## config.mk

```make
export PLATFORM = sky130hd
export DESIGN_NAME = cache_arbiter
export DESIGN_NICKNAME = d
export VERILOG_FILES = /design/src/rtl/cache_arbiter.sv
export SDC_FILE = /design/constraint.sdc
export NUM_CORES = 1
export LEC_CHECK = 0
export BUFFER_PORTS_ARGS = -buffer_cell sky130_fd_sc_hd__buf_4
export CORE_AREA = 2 2 642 644
export DETAILED_ROUTE_END_ITERATION = 16
export DIE_AREA = 0 0 644 646
export PLACE_DENSITY_LB_ADDON = 0.05
export SYNTH_ARGS = -nofsm -noshare
export SYNTH_HDL_FRONTEND = slang
export SYNTH_SLANG_ARGS = --single-unit
```

## constraint.sdc

```tcl
create_clock -name clk -period 4.5 [get_ports clk]
set_clock_uncertainty 0.15 [all_clocks]
set_input_delay 0.45 -clock clk [delete_from_list [all_inputs] [get_ports clk]]
set_output_delay 0.45 -clock clk [all_outputs]
set_load 0.01 [all_outputs]
```

## src/rtl/cache_arbiter.sv

```systemverilog
// Round-robin arbiter sharing one line-wide memory port between the icache and dcache.
// The winner's command is registered, one memory transaction runs, and only the winner sees resp.
module cache_arbiter #(
   parameter int s_line  = 256,
   parameter int timeout = 1024
) (
   input  logic              clk,
   input  logic              rst,
   input  logic              i_read,
   input  logic              i_write,
   input  logic [31:0]       i_address,
   input  logic [s_line-1:0] i_wdata,
   output logic [s_line-1:0] i_rdata,
   output logic              i_resp,
   input  logic              d_read,
   input  logic              d_write,
   input  logic [31:0]       d_address,
   input  logic [s_line-1:0] d_wdata,
   output logic [s_line-1:0] d_rdata,
   output logic              d_resp,
   output logic              mem_read,
   output logic              mem_write,
   output logic [31:0]       mem_address,
   output logic [s_line-1:0] mem_wdata,
   input  logic [s_line-1:0] mem_rdata,
   input  logic              mem_resp,
   output logic              err_timeout,
   output logic              err_protocol
);
   localparam int CW = $clog2(timeout);
   localparam logic [CW-1:0] T_MAX = CW'(timeout - 1);
   localparam logic [CW-1:0] T_ERR = CW'(timeout - 2);

   typedef enum logic [1:0] {IDLE = 2'd0, MEM = 2'd1, DONE = 2'd2} state_t;

   state_t            state_q;
   logic              last_q;      // 1'b1 = dcache served last
   logic              owner_q;     // 1'b1 = dcache owns the transaction
   logic [31:0]       addr_q;
   logic [s_line-1:0] wdata_q;
   logic [s_line-1:0] rdata_q;
   logic              mem_read_q;
   logic              mem_write_q;
   logic              i_resp_q;
   logic              d_resp_q;
   logic              err_to_q;
   logic              err_pr_q;
   logic [CW-1:0]     cnt_q;

   logic              i_pend_s;
   logic              d_pend_s;
   logic              gnt_s;
   logic              proto_s;
   logic              owner_d;
   logic              wr_d;
   logic [31:0]       addr_d;
   logic [s_line-1:0] wdata_d;

   // Grant selection and the winner's command; a read+write collision is treated as a write.
   always_comb begin
      i_pend_s = i_read | i_write;
      d_pend_s = d_read | d_write;
      gnt_s    = i_pend_s | d_pend_s;
      proto_s  = (i_read & i_write) | (d_read & d_write);
      if (i_pend_s && d_pend_s) begin
         owner_d = ~last_q;
      end else if (d_pend_s) begin
         owner_d = 1'b1;
      end else begin
         owner_d = 1'b0;
      end
      if (owner_d) begin
         addr_d  = d_address;
         wdata_d = d_wdata;
         wr_d    = d_write;
      end else begin
         addr_d  = i_address;
         wdata_d = i_wdata;
         wr_d    = i_write;
      end
   end

   // Arbitration FSM with registered memory command, response and sticky error flags.
   always_ff @(posedge clk or negedge rst) begin
      if (!rst) begin
         state_q     <= IDLE;
         last_q      <= 1'b1;
         owner_q     <= 1'b0;
         addr_q      <= 32'h0;
         wdata_q     <= '0;
         rdata_q     <= '0;
         mem_read_q  <= 1'b0;
         mem_write_q <= 1'b0;
         i_resp_q    <= 1'b0;
         d_resp_q    <= 1'b0;
         err_to_q    <= 1'b0;
         err_pr_q    <= 1'b0;
         cnt_q       <= '0;
      end else begin
         if (proto_s) begin
            err_pr_q <= 1'b1;
         end
         case (state_q)
            IDLE: begin
               if (gnt_s) begin
                  owner_q     <= owner_d;
                  last_q      <= owner_d;
                  addr_q      <= addr_d;
                  wdata_q     <= wdata_d;
                  mem_read_q  <= ~wr_d;
                  mem_write_q <= wr_d;
                  cnt_q       <= '0;
                  state_q     <= MEM;
               end
            end
            MEM: begin
               if (mem_resp) begin
                  rdata_q     <= mem_rdata;
                  mem_read_q  <= 1'b0;
                  mem_write_q <= 1'b0;
                  i_resp_q    <= ~owner_q;
                  d_resp_q    <= owner_q;
                  state_q     <= DONE;
               end else begin
                  // The flag appears in the same cycle the counter shows timeout-1.
                  if (cnt_q == T_ERR) begin
                     err_to_q <= 1'b1;
                  end
                  if (cnt_q != T_MAX) begin
                     cnt_q <= cnt_q + CW'(1);
                  end
               end
            end
            DONE: begin
               i_resp_q <= 1'b0;
               d_resp_q <= 1'b0;
               state_q  <= IDLE;
            end
            default: begin
               mem_read_q  <= 1'b0;
               mem_write_q <= 1'b0;
               i_resp_q    <= 1'b0;
               d_resp_q    <= 1'b0;
               state_q     <= IDLE;
            end
         endcase
      end
   end

   assign i_rdata      = rdata_q;
   assign d_rdata      = rdata_q;
   assign i_resp       = i_resp_q;
   assign d_resp       = d_resp_q;
   assign mem_read     = mem_read_q;
   assign mem_write    = mem_write_q;
   assign mem_address  = addr_q;
   assign mem_wdata    = wdata_q;
   assign err_timeout  = err_to_q;
   assign err_protocol = err_pr_q;
endmodule
```

==> results of run 1 <==
[registers in the layout, summed over array words and instances, names as in the netlist]
name / flops
cnt_q: 10
d_rdata: 256
d_resp: 1
err_protocol: 1
err_timeout: 1
i_resp: 1
last_q: 1
mem_address: 32
mem_read: 1
mem_wdata: 256
mem_write: 1
owner_q: 1
state_q: 2
[power groups by stage]
stage          Sequential, mW  Clock (mW)  Combinational, mW
5_1_grt                  11.3        8.48               22.2
6_report                 10.8        7.81               20.4
3_3_place_gp             11.0           0               18.4
2_1_floorplan            10.4           0               7.91
3_5_place_dp             11.0           0               18.2
4_1_cts                  11.0        8.35               21.3
[what timing repair did]
action,4_1_cts,5_1_grt
hold buffers,840,0
resized for setup,0,0
endpoints found under the hold margin,599,0
[placed cells by master, fill, tap and decap left out, types with 26 or more instances in the layout]
master,count
clkbuf_8,26
clkbuf_16,101
mux2_2,57
diode_2,26
mux2_4,200
nor2_1,294
dfrtp_1,563
a31oi_1,294
clkbuf_1,34
dlygate4sd3_1,840
buf_4,1697
nand2_1,586
[logic make-up after synthesis]
logic type / count (synthesis) / synth area share
muxes: 259 / 0.140
xor gates and xnor gates: 1 / 0.000335
AOI/OAI and AO/OA: 323 / 0.0774
and+or+nand+nor: 903 / 0.132
buffers and inverters: 421 / 0.110
DFF: 564 / 0.539
adders and majority gates: 2 / 0.000956
[metrics by stage]
step | power, mW | instances | instance area, µm²
finish | 39.1 | 10300 | 54900
global route | 42.0 | 10300 | 54900
CTS | 40.7 | 10200 | 54800
detailed placement | 29.2 | 9225 | 43300
global placement | 29.5 | 9225 | 43300
floorplan | 18.4 | 2473 | 26200
[worst min-delay path by stage]
| stage | start | endpoint | slack (ns) | cells past startpoint |
|---|---|---|---|---|
| 6_report | rst | d_rdata[58] | 0.09 | 2 |
| 3_3_place_gp | cnt_q[6] | cnt_q[6] | 0.35 | 1 |
| 4_1_cts | rst | d_rdata[56] | 0.06 | 2 |
| 5_1_grt | rst | d_rdata[62] | 0.09 | 2 |
| 2_1_floorplan | rst | cnt_q[0] | 0.004 | 0 |
| 3_5_place_dp | cnt_q[6] | cnt_q[6] | 0.35 | 1 |
[cell type report]
class,count,area [µm²]
Clock inverter,13,123
Antenna cell,26,65.1
Multi-Input combinational cell,1488,9210
Inverter,5,18.8
Tap cell,5451,6820
Clock buffer,161,3010
Fill cell,46800,354000
Sequential cell,564,14100
Timing Repair Buffer,2557,21500
[layer usage]
metal  GRT usage  up-vias  wire [µm]
li1            -    12600          -
met1       0.118    13400      88900
met2       0.204      944     125000
met3      0.0258      274      13000
met4      0.0235       22       5080
met5           0        -        147
==> impl_results.md, run 1 <==
- Global-route wire length before repair: 298,000 µm
- Worst slew margin relative to its limit: 0.420
- P_sw: 16.1 mW
- CTS Buffer Depth: 4
- Clock transition at path regs: 0.06 ns
- Length in cells of the worst reg-to-reg path: 7
- Routed Antenna Nets: 0
- Slowest library cell on the worst path: dfstp_2
- Clock tree from TritonCTS: yes
- Clock power frac: 0.200
- PwrDens: 711 nW/µm²
- Crit path cell chain: o21ai_0 > o21ai_4 > buf_12 > buf_4 > nand2_1 > a31oi_1 > dlygate4sd3_1
- Initial Util: 0.0640
- Post-synth EDFFs: 0
- Wirelength per Cell: 22.6 µm
- CP required: 5.08 ns
- Routed wire length: 232,000 µm
- Area grow syn2layout: 110%
- Drt drc: 0
- TritonCTS Buffers: 100
- Syn avg cell area: 10.6 µm²
- Number of global-route vias before repair: 29.6k
- Largest cells by area after synthesis: dfrtp_1 (54%), mux2_4 (11%), nand2_1 (8.4%), buf_4 (7.5%), a31oi_1 (7.0%)
- Synth top area share: 0.538
- Initial antenna violation count: 87
- Leakage: 23.8 nW
- Register share of total power: 0.278
- R2R Setup Slk: 1.41 ns
- GPL Wtd Cong: 0.756
- Slew @ Worst Pin: 0.870 ns
- GR Overflow Total: 0
- CP endpoint kind: register
- Synthesized cell area: 26,200 µm²
- Pin count of the biggest net entering global routing: 97
- Share of cells above drive strength 1: 0.443
- Comb pwr share: 0.522
- Die ar.: 416,000 µm²
- Iteration-0 DRC Markers: 1,049
- # rows: 235
- Max stage delay on crit path: 0.56 ns
- Ys async rst share: 1.00
- Final setup fails: 0
- Prevailing post-synth register cell: dfrtp_1
- Synthesized instance count: 2,473
- Leading cell type by number of instances after synthesis: nand2_1
- Final Hold Vio Count: 0
- Max cap viols: 0
- Setup bufs post-CTS: 0
- Core ar.: 409,000 µm²
- Sw frac: 0.412
- Post-DP HPWL: 189,000 µm
- Layout Nets: 5,557
- Setup CP Type: register to register
- Vias per inst: 2.66
- Final hold slack: 0.0912 ns
- DP Worst Slack: 1.70 ns
- Syn Nets: 3,314
- Outcome: finished clean
- DRT Pass-1 Iters: 7
- Via count: 27.3k
- Total global-route track usage: 0.107
- Setup TNS: 0 ns
- Worst path top cell family by delay: buffers and inverters
- Critical path depth: 7
- Post-synth top area cell: dfrtp_1
- Startpoint types: register
- CP Data Arrival Time: 3.66 ns
- Final Cycle Share: 0.686
- Port Buffers: 1,644
- Post-synthesis sequential area ratio: 0.539
- IO Count: 1,645
- Buffers and inverters on the worst path: 3
- Util after Layout: 0.134
- Height of the die: 646 µm
- Clk root buf: clkbuf_16
- Reg2reg end: mem_wdata[120]
- RR Startpoint: last_q
- Library cells used by synthesis: 40
- Internal Pwr Total: 23.0 mW
- Clock Sinks: 564
- Final min period: 3.09 ns
- Worst-path maximum fanout: 80
- Post-synth top cells: nand2_1 (586), dfrtp_1 (563), a31oi_1 (294), nor2_1 (294), buf_4 (260)
- CTS H-tree depth: 3
- RSZ-0062 raised after global routing: false
- Synth warnings: 0
- Setup crit end: mem_wdata[120]
- Die Wd: 644 µm
- Worst Setup SP: last_q
- Worst vdd ir: 0.000259 V
- Final slew viol count: 0
- Yosys reg bits: 564
- Worst hold path class: input port to asynchronous set/reset pin
- Setup slack after layout: 1.41 ns
- FMAX: 324 MHz
- Clk_lat worst skew: 0.80 ns
(Power assumes the default switching activity.)
==> run 2, diff against run 1 <==
==> constraint.sdc (replaced) <==
create_clock -name clk -period 2.75 [get_ports clk]
set_clock_uncertainty 0.15 [all_clocks]
set_input_delay 0.275 -clock clk [delete_from_list [all_inputs] [get_ports clk]]
set_output_delay 0.275 -clock clk [all_outputs]
set_load 0.01 [all_outputs]
==> run 2 against run 1 <==
Against the previous run:
- sequential power up 66%
- first-iteration DRC count up 3.2%
- maximum frequency up 18%
- critical path type unchanged
- largest cell class unchanged
- largest power group unchanged
- highest routed layer unchanged
==> impl_results.md, run 2 (synthesis results as in run 1) <==
- Outcome: finished clean
- GR Overflow Total: 0 (unchanged)
- Final Hold Vio Count: 0 (unchanged)
- Met1 Wirelength: 93,000 µm (+4.7%)
- Final min period: 2.61 ns (-0.478 ns)
- Number of global-route vias before repair: 30.8k (+4.3%)
- GPL Wtd Cong: 0.758 (+0.33%)
- Port Buffers: 1,644 (unchanged)
- PwrDens: 1140 nW/µm² (+60%)
- Max layer used: met5
- Vias per inst: 2.69 (+1.3%)
- Clock Sinks: 564 (unchanged)
- Routed Antenna Nets: 0 (unchanged)
- Clock transition at path regs: 0.06 ns (about the same)
- Met2 Routed Length: 123,000 µm (-1.3%)
- RR Startpoint: last_q
- Iteration-0 DRC Markers: 1,083 (+3.2%)
- CTS H-tree depth: 3 (unchanged)
- CP Data Arrival Time: 3.22 ns (-0.44 ns)
- Reg2reg end: mem_wdata[109]
- Share of cells above drive strength 1: 0.434 (-0.00910)
- Length in cells of the worst reg-to-reg path: 7 (unchanged)
- CTS Buffer Depth: 4 (unchanged)
- Worst vdd ir: 0.000553 V (+110%)
- Worst slew margin relative to its limit: 0.522 (+0.102)
- Height of the die: 646 µm (unchanged)
- Clock tree from TritonCTS: yes
- # rows: 235 (unchanged)
- Most common cell after layout, fill and taps aside: buf_4
- Global-route wire length before repair: 303,000 µm (+1.7%)
- Core ar.: 409,000 µm² (unchanged)
- Initial Util: 0.0640 (unchanged)
- IO Count: 1,645 (unchanged)
- Wirelength per Cell: 22.4 µm (-0.62%)
- Die Wd: 644 µm (unchanged)
- Post-DP HPWL: 191,000 µm (+1.4%)
- Final setup fails: 0 (unchanged)
- Startpoint types: register
- Met3 wire length: 13,500 µm (+3.9%)
- Slew @ Worst Pin: 0.717 ns (-0.153 ns)
- Setup CP Type: register to register
- Via count: 28.2k (+3.5%)
- DRT Pass-1 Iters: 4 (-3)
- Setup slack after layout: 0.141 ns (-1.27 ns)
- Drt drc: 0 (unchanged)
- R2R Setup Slk: 0.14 ns (-1.27 ns)
- Die ar.: 416,000 µm² (unchanged)
- Commonest cells after routing, fill and taps aside: buf_4 (1,720), dlygate4sd3_1 (1,013), nand2_1 (586), dfrtp_1 (563)
- Initial antenna violation count: 73 (-16%)
- Final slew viol count: 0 (unchanged)
- Hold endpoint: d_rdata[248]
- TritonCTS Buffers: 99 (-1.0%)
- Leakage: 24.9 nW (+4.5%)
- Total global-route track usage: 0.108 (+0.000779)
- FMAX: 383 MHz (+18%)
- Max cap viols: 0 (unchanged)
- CP required: 3.36 ns (-1.72 ns)
- Clk_lat worst skew: 0.81 ns (about the same)
- RSZ-0062 raised after global routing: false
- Clk root buf: clkbuf_16
- Layout Nets: 5,777 (+4.0%)
- CP endpoint kind: register
- Routed wire length: 235,000 µm (+1.5%)
- Area grow syn2layout: 119%
- DP Worst Slack: 0.399 ns (-1.30 ns)
- Setup TNS: 0 ns (unchanged)
- Hold path depth: 3
- Worst-path maximum fanout: 46 (-43%)
- Final Cycle Share: 0.949 (+0.263)
- Hold Crit Start: mem_rdata[248]
- Pin count of the biggest net entering global routing: 76 (-22%)
- Worst hold path class: input port to register
run 2: cell types whose count changed in the layout (fill, tap and decap cells not counted), moves of 2 or more:
cell and delta:
buf_12 +15, buf_16 +4, buf_4 +23, buf_6 +3, bufinv_16 +2, clkbuf_1 -6
clkbuf_8 -2, clkinv_4 +2, dlygate4sd3_1 +173, inv_16 +2, inv_6 -2
run 2: worst max path at each step:
stage | from | to | slack [ns] | depth (start not counted)
after global routing | last_q | mem_wdata[201] | 0.002 | 8
after floorplan | cnt_q[0] | cnt_q[1] | 0.94 | 6
after CTS | state_q[0] | mem_wdata[252] | 0.03 | 7
after detailed placement | i_write | mem_wdata[251] | 0.40 | 7
after global placement | i_write | mem_wdata[20] | 0.33 | 7
final | last_q | mem_wdata[109] | 0.14 | 7
run 2: report_power, final:
| part | switching, mW | leakage, nW | internal (mW) |
|---|---|---|---|
| clock | 5.29 | 1.57 | 7.63 |
| combinational | 16.2 | 16.8 | 18.1 |
| sequential | 5.39 | 6.50 | 12.5 |
run 2: critical path, stage by stage, from the launching register on:
cell and delay, ns:
dfstp_2 0.56, o21ai_1 0.14, o21ai_4 0.13, buf_12 0.19, buf_12 0.25, nand2_1 0.22
a31oi_1 0.20, dlygate4sd3_1 0.56
run 2: cell type report:
type	instances	area [µm²]
Timing Repair Buffer	2778	24000
Sequential cell	564	14100
Clock buffer	151	2910
Fill cell	46700	351000
Inverter	5	18.8
Tap cell	5451	6820
Clock inverter	20	274
Antenna cell	25	62.6
Multi-Input combinational cell	1488	9210
run 2: routing by layer:
metal	track usage	vias to the layer above
li1	-	13000
met1	0.123	13900
met2	0.200	955
met3	0.0266	256
met4	0.0241	16
met5	0	-
run 2: metrics by stage:
stage	hold slack [ns]	util	power, mW	instances	cell area [µm²]
2_1_floorplan	-0.171	-	30.0	2473	26200
3_3_place_gp	0.276	0.107	48.7	9257	43700
3_5_place_dp	0.276	0.107	48.4	9257	43700
4_1_cts	0.0000505	0.140	67.1	10400	57100
5_1_grt	0.0184	0.140	69.9	10500	57300
6_report	0.105	0.140	65.2	10500	57400
run 2: what timing repair did:
action                                  4_1_cts  5_1_grt
hold buffers                               1014        0
hold endpoints to repair                   1126        0
resized for setup                             0       10
setup buffers                                 0       11
endpoints found under the setup margin        0      111
==> run 3, diff against run 2 <==
--- a/config.mk
+++ b/config.mk
@@ -10,6 +10,7 @@
 export DETAILED_ROUTE_END_ITERATION = 16
 export DIE_AREA = 0 0 644 646
 export PLACE_DENSITY_LB_ADDON = 0.05
+export SLEW_MARGIN = 20
 export SYNTH_ARGS = -nofsm -noshare
 export SYNTH_HDL_FRONTEND = slang
 export SYNTH_SLANG_ARGS = --single-unit
==> constraint.sdc (replaced) <==
create_clock -name clk -period 2.31 [get_ports clk]
set_clock_uncertainty 0.15 [all_clocks]
set_input_delay 0.231 -clock clk [delete_from_list [all_inputs] [get_ports clk]]
set_output_delay 0.231 -clock clk [all_outputs]
set_load 0.01 [all_outputs]
==> run 3 against run 2 <==
Against the previous run:
- via count increased by 1.9%
- global-route usage about the same
- critical path depth decreased by 2
- maximum frequency increased by 20%
- routed wire length decreased by 1.1%
- first-iteration DRC count decreased by 20%
- core utilization increased by 0.39 points
- hold slack got worse by 0.0051 ns
- die area unchanged
==> impl_results.md, run 3 (synthesis results as in run 1) <==
- Outcome: finished clean
- Global-route wire length before repair: 306,000 µm (+0.88%)
- Final setup fails: 0 (unchanged)
- Final Cycle Share: 0.941 (-0.00741)
- Clock tree from TritonCTS: yes
- Routed Antenna Nets: 0 (unchanged)
- Worst slew margin relative to its limit: 0.643 (+0.122)
- Worst vdd ir: 0.000515 V (-6.9%)
- GPL Wtd Cong: 0.763 (+0.71%)
- Final slew viol count: 0 (unchanged)
- Max layer used: met5
- Die ar.: 416,000 µm² (unchanged)
- P_sw: 31.2 mW (+16%)
- Sequential Area: 14,100 µm² (unchanged)
- Met2 Routed Length: 122,000 µm (-0.43%)
- CP required: 2.87 ns (-0.49 ns)
- Setup CP Type: register to register
- Setup TNS: 0 ns (unchanged)
- Clock Sinks: 564 (unchanged)
- Clk_lat worst skew: 0.80 ns (about the same)
- Setup slack after layout: 0.136 ns (-0.00550 ns)
- Max cap viols: 0 (unchanged)
- Routed wire length: 232,000 µm (-1.1%)
- Slew @ Worst Pin: 0.535 ns (-0.182 ns)
- RSZ-0062 raised after global routing: false
- PwrDens: 1250 nW/µm² (+9.6%)
- Core ar.: 409,000 µm² (unchanged)
- Vias per inst: 2.70 (+0.38%)
- Port Buffers: 1,644 (unchanged)
- TritonCTS Buffers: 99 (unchanged)
- FMAX: 460 MHz (+20%)
- Clk root buf: clkbuf_16
- Startpoint types: register
- Register share of total power: 0.291 (+0.016)
- Clock transition at path regs: 0.06 ns (about the same)
- IO Count: 1,645 (unchanged)
- Final Hold Vio Count: 0 (unchanged)
- GR Overflow Total: 0 (unchanged)
- Worst hold path class: input port to asynchronous set/reset pin
- Layout Nets: 5,943 (+2.9%)
- CTS H-tree depth: 3 (unchanged)
- CP endpoint kind: register
- CP Data Arrival Time: 2.73 ns (-0.49 ns)
- Sw frac: 0.425 (+0.0118)
- Internal Pwr Total: 42.2 mW (+10%)
- Pin count of the biggest net entering global routing: 59 (-22%)
- Clock power frac: 0.204 (+0.006)
- Initial antenna violation count: 83 (+14%)
- Die Wd: 644 µm (unchanged)
- Most common cell after layout, fill and taps aside: buf_4
- DRT Pass-1 Iters: 5 (+1)
- Final hold slack: 0.100 ns (-0.00506 ns)
- Initial Util: 0.0640 (unchanged)
- Wirelength per Cell: 21.8 µm (-2.6%)
- # rows: 235 (unchanged)
- DP Worst Slack: 0.196 ns (-0.204 ns)
- Total global-route track usage: 0.108 (+0.000180)
- Post-DP HPWL: 193,000 µm (+1.0%)
- CTS Buffer Depth: 4 (unchanged)
- Met1 Wirelength: 92,400 µm (-0.64%)
- Commonest cells after routing, fill and taps aside: buf_4 (1,730), dlygate4sd3_1 (1,160), nand2_1 (586), dfrtp_1 (563)
- Via count: 28.8k (+1.9%)
- Util after Layout: 0.144 (+0.00389)
- Leakage: 25.7 nW (+3.2%)
- Height of the die: 646 µm (unchanged)
- Share of cells above drive strength 1: 0.421 (-0.0128)
- Fillers: 46.7k (-0.015%)
- Drt drc: 0 (unchanged)
- Comb pwr share: 0.505 (-0.022)
- Final min period: 2.17 ns (-0.435 ns)
- Multi-input gate area: 9210 µm² (unchanged)
- Number of global-route vias before repair: 31.7k (+2.7%)
- Worst-path maximum fanout: 35 (-24%)
- Iteration-0 DRC Markers: 868 (-20%)
- Met3 wire length: 12,500 µm (-7.1%)
- Area grow syn2layout: 125%
==> run 3: cell types whose count changed in the layout (fill, tap and decap cells not counted), moves of 2 or more <==
cell           previous run  this run
buf_12                   34        53
buf_16                    4         0
buf_4                  1720      1730
buf_6                     3         0
clkbuf_1                 28        40
clkbuf_16               102        99
clkbuf_8                 24        17
clkinv_2                 10         5
clkinv_4                  2         0
dlygate4sd3_1          1013      1160
==> run 3: what timing repair did <==
item                                     CTS  global route
endpoints found under the setup margin     0             6
resized for setup                          0             1
endpoints found under the hold margin   1127             0
setup buffers                              0             8
hold buffers                            1161             0
==> run 3: power groups by stage <==
stage	combinational [mW]	sequential [mW]	clock [mW]
final	37.1	21.3	15.0
after detailed placement	36.4	21.7	0
after floorplan	15.4	20.4	0
after global placement	36.8	21.7	0
after CTS	38.8	21.6	16.0
after global routing	40.3	22.2	16.3
==> run 3: final cells by class <==
type / count / area share
clock inverter: 13 / 0.00354
multi-input combinational: 1488 / 0.156
tap: 5451 / 0.116
sequential: 564 / 0.239
antenna: 24 / 0.00102
timing repair buffer: 2944 / 0.435
inverter: 5 / 0.000318
clock buffer: 156 / 0.0485
==> run 3: worst max-delay path, stage by stage (launching register included) <==
cell and delay, ns:
dfrtp_1 0.40, nor2b_4 0.13, and2_4 0.18, buf_12 0.24
mux2_2 0.37, dlygate4sd3_1 0.56
==> run 3: routing by layer <==
layer / GRT usage / up-vias
met3: 0.0256 / 255
met2: 0.202 / 933
li1: - / 13400
met4: 0.0218 / 22
met1: 0.124 / 14200
met5: 0 / -
==> run 3: path summary, 6_finish.rpt <==
kind	startpoint	endpoint	slack [ns]	cells past startpoint
hold reg to reg	err_timeout	err_timeout	0.34	1
hold / removal	rst	d_rdata[61]	0.10	3
setup / recovery	state_q[1]	d_rdata[0]	0.14	5
setup reg to reg	state_q[1]	d_rdata[0]	0.14	5
min in group clk	mem_rdata[118]	d_rdata[118]	0.10	3
max in group asynchronous	rst	mem_wdata[68]	1.31	4
==> run 3: per-stage QoR <==
stage                     power, mW  area, µm²  std cells
after floorplan                35.8      26200       2473
after global placement         58.5      44100       9283
after detailed placement       58.1      44100       9283
after CTS                      76.5      58800      10600
after global routing           78.8      58900      10600
final                          73.4      59000      10600
